**src/rtl/mem_port_arbiter.sv**
```systemverilog
// mem_port_arbiter
//
// Shares one SRAM-like memory port between the fetch stage (instruction
// reads) and the memory stage (data reads/writes). Only one transaction is
// in flight at a time. The data side has fixed priority over fetch.
// Instruction read data that returns after a flush is dropped, so fetch
// never sees stale words.
//
// Optional build macro:
//   ARB_ROUND_ROBIN_EN - on a tie in IDLE, the requester that did not win
//                        the previous accept is granted. This prevents
//                        fetch starvation under back-to-back data traffic.
//
// Handshake contract (same on every side):
//   - A requester holds *_req and its payload stable until *_addr_ok pulses.
//   - *_addr_ok is a combinational, single-cycle acceptance in IDLE.
//   - *_data_ok pulses for one cycle with read data, or with write completion.
//   - mem_req stays high with a stable payload until mem_addr_ok. The port
//     then returns exactly one mem_data_ok.
//
// Ports:
//   clk, resetn          clock; synchronous active-low reset
//   inst_*               fetch read channel (req/addr/cancel in; addr_ok,
//                        data_ok, rdata out)
//   data_*               data channel (req/wr/size/addr/wdata/wstrb in;
//                        addr_ok, data_ok, rdata out)
//   mem_*                shared memory port (request payload out;
//                        addr_ok, data_ok, rdata in)
//
// Debug visibility: the FSM state register is state_q and the transaction
// owner is owner_q.
module mem_port_arbiter #(
  parameter int ADDR_W = 32,
  parameter int DATA_W = 32
) (
  input  logic                clk,
  input  logic                resetn,
  input  logic                inst_req,
  input  logic [ADDR_W-1:0]   inst_addr,
  input  logic                inst_cancel,
  output logic                inst_addr_ok,
  output logic                inst_data_ok,
  output logic [DATA_W-1:0]   inst_rdata,
  input  logic                data_req,
  input  logic                data_wr,
  input  logic [1:0]          data_size,
  input  logic [ADDR_W-1:0]   data_addr,
  input  logic [DATA_W-1:0]   data_wdata,
  input  logic [DATA_W/8-1:0] data_wstrb,
  output logic                data_addr_ok,
  output logic                data_data_ok,
  output logic [DATA_W-1:0]   data_rdata,
  output logic                mem_req,
  output logic                mem_wr,
  output logic [1:0]          mem_size,
  output logic [ADDR_W-1:0]   mem_addr,
  output logic [DATA_W-1:0]   mem_wdata,
  output logic [DATA_W/8-1:0] mem_wstrb,
  input  logic                mem_addr_ok,
  input  logic                mem_data_ok,
  input  logic [DATA_W-1:0]   mem_rdata
);

  localparam int STRB_W = DATA_W / 8;

  typedef enum logic [1:0] {
    IDLE = 2'd0,
    ADDR = 2'd1,
    RESP = 2'd2
  } state_t;

  typedef enum logic [1:0] {
    OWN_NONE = 2'd0,
    OWN_DATA = 2'd1,
    OWN_INST = 2'd2
  } owner_t;

  state_t state_q, state_d;
  owner_t owner_q, owner_d;
  logic   drop_q,  drop_d;

  // The payload register holds the accepted request while it is on the port.
  logic              pay_wr_q;
  logic [1:0]        pay_size_q;
  logic [ADDR_W-1:0] pay_addr_q;
  logic [DATA_W-1:0] pay_wdata_q;
  logic [STRB_W-1:0] pay_wstrb_q;

  logic grant_data;
  logic grant_inst;
  logic inst_eligible;
  logic pick_data;
  logic resp_fire;

  // A fetch request that arrives together with a flush is never accepted.
  assign inst_eligible = inst_req && !inst_cancel;

`ifdef ARB_ROUND_ROBIN_EN
  owner_t last_owner_q;

  // On a tie, the requester that lost the previous accept wins.
  always_comb begin
    pick_data = data_req;
    if (data_req && inst_eligible) begin
      pick_data = (last_owner_q == OWN_INST);
    end
  end

  always_ff @(posedge clk) begin
    if (!resetn) begin
      last_owner_q <= OWN_INST;
    end else if (grant_data) begin
      last_owner_q <= OWN_DATA;
    end else if (grant_inst) begin
      last_owner_q <= OWN_INST;
    end
  end
`else
  always_comb begin
    pick_data = data_req;
  end
`endif

  assign resp_fire = resetn && (state_q == RESP) && mem_data_ok;

  // Next-state logic and the grant decision.
  always_comb begin
    state_d    = state_q;
    owner_d    = owner_q;
    drop_d     = drop_q;
    grant_data = 1'b0;
    grant_inst = 1'b0;

    case (state_q)
      IDLE: begin
        if (resetn) begin
          if (pick_data) begin
            grant_data = 1'b1;
            owner_d    = OWN_DATA;
            state_d    = ADDR;
          end else if (inst_eligible) begin
            grant_inst = 1'b1;
            owner_d    = OWN_INST;
            state_d    = ADDR;
          end
        end
      end
      ADDR: begin
        if (mem_addr_ok) begin
          state_d = RESP;
        end
      end
      RESP: begin
        if (mem_data_ok) begin
          state_d = IDLE;
          owner_d = OWN_NONE;
        end
      end
      default: begin
        state_d = IDLE;
        owner_d = OWN_NONE;
      end
    endcase

    // A flush during an in-flight fetch lets the port transaction finish.
    // The returning word is discarded.
    if ((owner_q == OWN_INST) && (state_q != IDLE) && inst_cancel) begin
      drop_d = 1'b1;
    end
    if (state_d == IDLE) begin
      drop_d = 1'b0;
    end
  end

  always_ff @(posedge clk) begin
    if (!resetn) begin
      state_q     <= IDLE;
      owner_q     <= OWN_NONE;
      drop_q      <= 1'b0;
      pay_wr_q    <= 1'b0;
      pay_size_q  <= 2'd0;
      pay_addr_q  <= '0;
      pay_wdata_q <= '0;
      pay_wstrb_q <= '0;
    end else begin
      state_q <= state_d;
      owner_q <= owner_d;
      drop_q  <= drop_d;
      if (grant_data) begin
        pay_wr_q    <= data_wr;
        pay_size_q  <= data_size;
        pay_addr_q  <= data_addr;
        pay_wdata_q <= data_wdata;
        pay_wstrb_q <= data_wstrb;
      end else if (grant_inst) begin
        pay_wr_q    <= 1'b0;
        pay_size_q  <= 2'd2;
        pay_addr_q  <= inst_addr;
        pay_wdata_q <= '0;
        pay_wstrb_q <= '0;
      end
    end
  end

  // Port outputs are driven only while a request is on the port.
  // They read as zero at every other time.
  always_comb begin
    mem_req   = 1'b0;
    mem_wr    = 1'b0;
    mem_size  = 2'd0;
    mem_addr  = '0;
    mem_wdata = '0;
    mem_wstrb = '0;
    if (state_q == ADDR) begin
      mem_req   = 1'b1;
      mem_wr    = pay_wr_q;
      mem_size  = pay_size_q;
      mem_addr  = pay_addr_q;
      mem_wdata = pay_wdata_q;
      mem_wstrb = pay_wstrb_q;
    end
  end

  // Requester-side responses. The rdata outputs are zero unless valid.
  always_comb begin
    data_addr_ok = grant_data;
    inst_addr_ok = grant_inst;
    data_data_ok = resp_fire && (owner_q == OWN_DATA);
    inst_data_ok = resp_fire && (owner_q == OWN_INST) && !drop_q && !inst_cancel;
    data_rdata   = data_data_ok ? mem_rdata : '0;
    inst_rdata   = inst_data_ok ? mem_rdata : '0;
  end

endmodule

```
**config.mk**
```make
export PLATFORM = sky130hd
export DESIGN_NAME = mem_port_arbiter
export DESIGN_NICKNAME = d
export VERILOG_FILES = /design/src/rtl/mem_port_arbiter.sv
export SDC_FILE = /design/constraint.sdc
export NUM_CORES = 1
export LEC_CHECK = 0
export CELL_PAD_IN_SITES_DETAIL_PLACEMENT = 1
export CELL_PAD_IN_SITES_GLOBAL_PLACEMENT = 2
export CORE_MARGIN = 2
export CORE_UTILIZATION = 17
export DETAILED_ROUTE_END_ITERATION = 10
export GPL_TIMING_DRIVEN = 0
export PLACE_DENSITY = 0.85
export SYNTH_ARGS = -nofsm -noshare
export SYNTH_HDL_FRONTEND = slang
export SYNTH_SLANG_ARGS = --single-unit
```
**constraint.sdc**
```tcl
create_clock -name clk -period 1.68 [get_ports clk]
set_input_delay 0.336 -clock clk [delete_from_list [all_inputs] [get_ports clk]]
set_output_delay 0.336 -clock clk [all_outputs]
set_load 0.03 [all_outputs]
```
# Word-level counts from Yosys, hierarchy flattened

Index checks and enable logic that the tools add are counted.
Widths: inputs -> output; s select.

Add/sub/neg operators: 0
$mul: 0
Divide/modulo/power cells: 0
$lt $le $gt $ge: 0
Eq/ne operators: 6
Shifts and indexed selects: 0
Mux-type cells: 35
Bitwise operators: 2
Reduce and logical (&&, ||, !) cells: 17

Operator list:

| kind               | count |
|---|---|
| $mux 32            | 8 |
| $mux 2             | 11 |
| $mux 4             | 3 |
| $pmux 2 s3         | 2 |
| $mux 1             | 11 |
| $logic_and 1x1->1  | 9 |
| $eq 2x1->1 const B | 2 |
| $eq 2x2->1 const B | 2 |
| $logic_not 2->1    | 2 |
| $reduce_bool 2->1  | 2 |
| $ne 3x3->1 const B | 1 |
| $reduce_and 3->1   | 1 |
| $logic_not 1->1    | 2 |
| $ne 2x2->1 const B | 1 |
| $not 1->1          | 2 |
| $reduce_or 2->1    | 1 |

Bits in registers: 76
Latch bits: 0
Bits in writable memories: 0
ROM bits: 0
Logic and storage cells: 68
Memories: 0

# Logic depth before layout (Yosys ltp)

Word-level depth: 8
Gate-level depth with buffers: 7

# Worst setup path after synthesis

Ideal clock, no wire load.

Path type: flip-flop to output port
Start point: register state_q[0]
End point: output inst_rdata[22]
Arrival: 1.471 ns
Path slack: -0.127 ns
Stages on the path, launching flop included: 5
Buffers on the path: 1
Cell sequence: dfxtp_1 > nand4b_4 > nor4_4 > buf_2 > and2_1

Longest elaborated chain between the ends: 7

Ends and longest elaborated chain:

| item                            | line | text |
|---|---|---|
| start, declared                 | 78   | `state_t state_q, state_d;` |
| start signal, assigned          | 186  | `state_q <= state_d;` |
| $eq 2x2->1                      | 124  | `assign resp_fire = resetn && (state_q == RESP) && mem_data_ok;` |
| $logic_and 1x1->1 (2 in series) | 124  |  |
| $logic_and 1x1->1 (3 in series) | 229  | `inst_data_ok = resp_fire && (owner_q == OWN_INST) && !drop_q && !inst_cancel;` |
| named net inst_data_ok          | 42   | `output logic inst_data_ok,` |
| $mux 32                         | 231  | `inst_rdata = inst_data_ok ? mem_rdata : '0;` |
| end, declared                   | 43   | `output logic [DATA_W-1:0] inst_rdata,` |

The timed path passes the listed nets, and every way through them passes these cells.

# Worst setup path in the final report

Start point: register state_q[0]
End point: output inst_addr_ok

Longest elaborated chain between the ends: 2

Ends and longest elaborated chain:

| item            | line | text |
|---|---|---|
| $logic_not 2->1 | 134  | `case (state_q)` |
| $mux 1          | 134  |  |
| end, declared   | 41   | `output logic inst_addr_ok,` |

Every way passes these cells.

==> parameters.txt <==
Parameter                              Value

Run status
  Outcome    finished, violations left
  Failing checks    negative setup slack

Routing
  Remaining antenna violation count    0
  Aggregate routed wire length    18800 µm
  Average wire per cell in the routed design    18.8 µm
  DRC violations left    0
  Number of design-rule violations left by the first detailed-router iteration    74
  Average vias per placed instance    4.28
  Initial DRT Pass Iterations    4
  Number of vias in the routed layout    4269

Placed design
  Final weighted congestion in routability-driven placement    0.715
  IO buf count    281
  DP HPWL    12900 µm
  Post-placement cell count    941

Global route
  Largest net degree at the start of global routing    15
  Antenna violations before repair    0
  GRT Overall Usage    0.151
  GR Overflow Total    0
  Via count of the first global-routing pass    4420
  First-pass GRT wire length    25600 µm

Synthesis
  Most common library cells after synthesis    136 x sky130_fd_sc_hd__and2_1, 76 x sky130_fd_sc_hd__dfxtp_1, 38 x sky130_fd_sc_hd__a22o_1
  Post-synthesis average cell area    9.45 µm²
  Most repeated cell in the gate-level netlist after synthesis    sky130_fd_sc_hd__and2_1
  Number of synthesized register bits    76
  Synth Cell Area    3640 µm²
  Warning count from the yosys run    0
  Top cell type by total area after synthesis    sky130_fd_sc_hd__dfxtp_1
  Number of enable-type register cells in the synthesized netlist    0
  Most used flip-flop cell after synthesis    sky130_fd_sc_hd__dfxtp_1
  Sequential cell area fraction in the yosys report    0.418
  Distinct cells, synth    28
  Cell types occupying the most area after synthesis    sky130_fd_sc_hd__dfxtp_1 42%, sky130_fd_sc_hd__and2_1 23%, sky130_fd_sc_hd__a22o_1 9.1%, sky130_fd_sc_hd__o2bb2ai_1 7.7%, sky130_fd_sc_hd__o22ai_1 5.3%
  Post-synth top area share    0.418
  Post-Syn Nets    527
  Mapped Cells    385
  Fraction of synthesis flops using an asynchronous set or reset pin    0

STA
  Max_slew headroom    0.682
  Max-slew violations    0
  Highest Clock Rate    475 MHz
  Endpoints failing hold    0
  Hold slack final    0.464 ns
  RSZ-0062 raised after global routing    true
  Transition time at the pin with the least slew margin    0.476 ns
  Share of the clock period used by the worst path    1.25
  Worst clock skew    0.0114 ns
  Post-layout worst setup margin    -0.427 ns
  Final Setup Violations    140
  Min cycle time layout    2.11 ns

Critical path
  Kind of cell with the highest combined delay on the critical path    simple AND/OR/NAND/NOR gates
  Worst setup EP type    output pin
  Largest fanout of any net on the critical path    6
  Type of element launching the critical path    flop
  Required arrival time at the worst endpoint    1.34 ns
  Bufs and invs on worst path    2
  Maximum cell stage delay along the critical path    0.53 ns
  Critical path launch point    state_q[0]$_SDFF_PN0_
  R2R Path Start    state_q[1]$_SDFF_PN0_
  Setup Crit Path Kind    reg2out
  WP data arrival    1.77 ns
  Critical path cell sequence    buf_4 > or4b_4 > nor2_4 > and2_4 > buf_6
  Slowest cell on the critical path    sky130_fd_sc_hd__or4b_4

Pwr
  Leakage component of the power    3.60 nW
  Peak supply drop    462 µV
  Power Density    681 nW/µm²

Finish
  Diodes inserted    0
  # nets final    859
  Post-Layout Cell Count    997
  Fraction of final layout cells sized beyond drive strength 1    0.526
  Synth-to-layout area growth    131%

Die
  Die Footprint    22600 µm²
  Width of the die    150 µm
  Initial core utilization    0.173
  Height of the die    150 µm
  Number of I/O pins    282
  Core area    21000 µm²
  Number of rows in the core area    53

CTS
  Reg clk slew, reported paths    0.06 ns
  TritonCTS clock tree    yes
  Clock latency of the later-clocked register in the worst-skew pair    0.35 ns
  Total CTS buffers    9
  H-tree level count    3
  Longest Clk Path Bufs    2
  CTS root buf    sky130_fd_sc_hd__clkbuf_16
  Sink count of the clock tree    76

Worst hold path
  Hold path startpoint    pay_addr_q[22]$_SDFFE_PN0P_
  Hold crit path type    reg2reg

Flow run
  Max Cap Viol    0
[final cells by class]
type                            instances  area (µm²)
Sequential cell                        76        1530
Clock inverter                          6        48.8
Inverter                                1        6.26
Fill cell                            2329       12600
Timing Repair Buffer                  324        3550
Multi-Input combinational cell        271        2290
Buffer                                 34         412
Tap cell                              275         344
Clock buffer                           10         229
[power breakdown]
part	switching, W	internal, W	total [W]	leakage, nW
clock	0.000870	0.00102	0.00189	0.131
sequential	0.000104	0.00197	0.00207	0.627
combinational	0.000753	0.00101	0.00177	2.84
total	0.00173	0.00400	0.00573	3.60
[routing by layer]
layer,vias up,track usage,part of all wire
met5,-,0,0
met4,0,0.0415,0.014
met3,15,0.0597,0.095
met2,179,0.260,0.50
met1,2046,0.173,0.39
li1,2029,-,-
[placed cells by master, fill, tap and decap left out, types with 2 or more instances in the layout]
cell	count
sky130_fd_sc_hd__o2bb2ai_1	32
sky130_fd_sc_hd__clkbuf_16	18
sky130_fd_sc_hd__dfxtp_1	73
sky130_fd_sc_hd__buf_4	23
sky130_fd_sc_hd__nand2_1	3
sky130_fd_sc_hd__dfxtp_4	2
sky130_fd_sc_hd__dlygate4sd2_1	5
sky130_fd_sc_hd__and2_4	131
sky130_fd_sc_hd__buf_2	3
sky130_fd_sc_hd__clkbuf_2	3
sky130_fd_sc_hd__clkinvlp_4	2
sky130_fd_sc_hd__buf_12	6
sky130_fd_sc_hd__nor2_1	2
sky130_fd_sc_hd__buf_6	156
sky130_fd_sc_hd__o22ai_1	31
sky130_fd_sc_hd__nor3b_4	2
sky130_fd_sc_hd__clkdlybuf4s50_1	136
sky130_fd_sc_hd__nor2_4	2
sky130_fd_sc_hd__and2_1	5
sky130_fd_sc_hd__nor2b_1	5
sky130_fd_sc_hd__a21oi_1	5
sky130_fd_sc_hd__buf_8	11
sky130_fd_sc_hd__a22o_1	38
sky130_fd_sc_hd__clkbuf_8	6
[cell families after synthesis]
group | after synthesis | synth area share
DFF | 76 | 0.418
buffers and inverters | 38 | 0.0567
AOI/OAI and AO/OA | 111 | 0.239
and+or+nand+nor | 159 | 0.284
muxes | 1 | 0.00275
[worst paths after layout]
kind,endpoint,slack [ns],cells after the start
setup / recovery,inst_addr_ok,-0.43,5
hold / removal,pay_addr_q[22]$_SDFFE_PN0P_,0.46,1
setup reg to reg,drop_q$_SDFFE_PP0P_,0.04,10
hold reg to reg,pay_addr_q[22]$_SDFFE_PN0P_,0.46,1
[repair_timing]
action / in CTS / in global routing
gates resized for setup: 1006 / 255
hold buffers: 0 / 0
setup endpoints to repair: 213 / 214
cloned: 8 / 6
buffers inserted: 9 / 20
pin swaps: 63 / 41
[state kept, by name, indices dropped and copies added (netlist names)]
signal	count
pay_wstrb_q	4
pay_addr_q	32
drop_q	1
pay_size_q	2
state_q	2
pay_wdata_q	32
owner_q	2
pay_wr_q	1
[through the flow]
step / power, W / utilization / setup TNS (ns) / area [µm²] / worst slack [ns]
finish: 0.00573 / 0.400 / -46.97 / 8410 / -0.427
CTS: 0.00548 / 0.369 / -44.66 / 7750 / -0.386
detailed placement: 0.00339 / 0.330 / -188.37 / 6940 / -1.39
floorplan: 0.00268 / - / 0 / 3780 / 0.00478
global route: 0.00600 / 0.400 / -57.71 / 8410 / -0.474
global placement: 0.00337 / 0.330 / -185.39 / 6940 / -1.37
(Power assumes the default switching activity.)
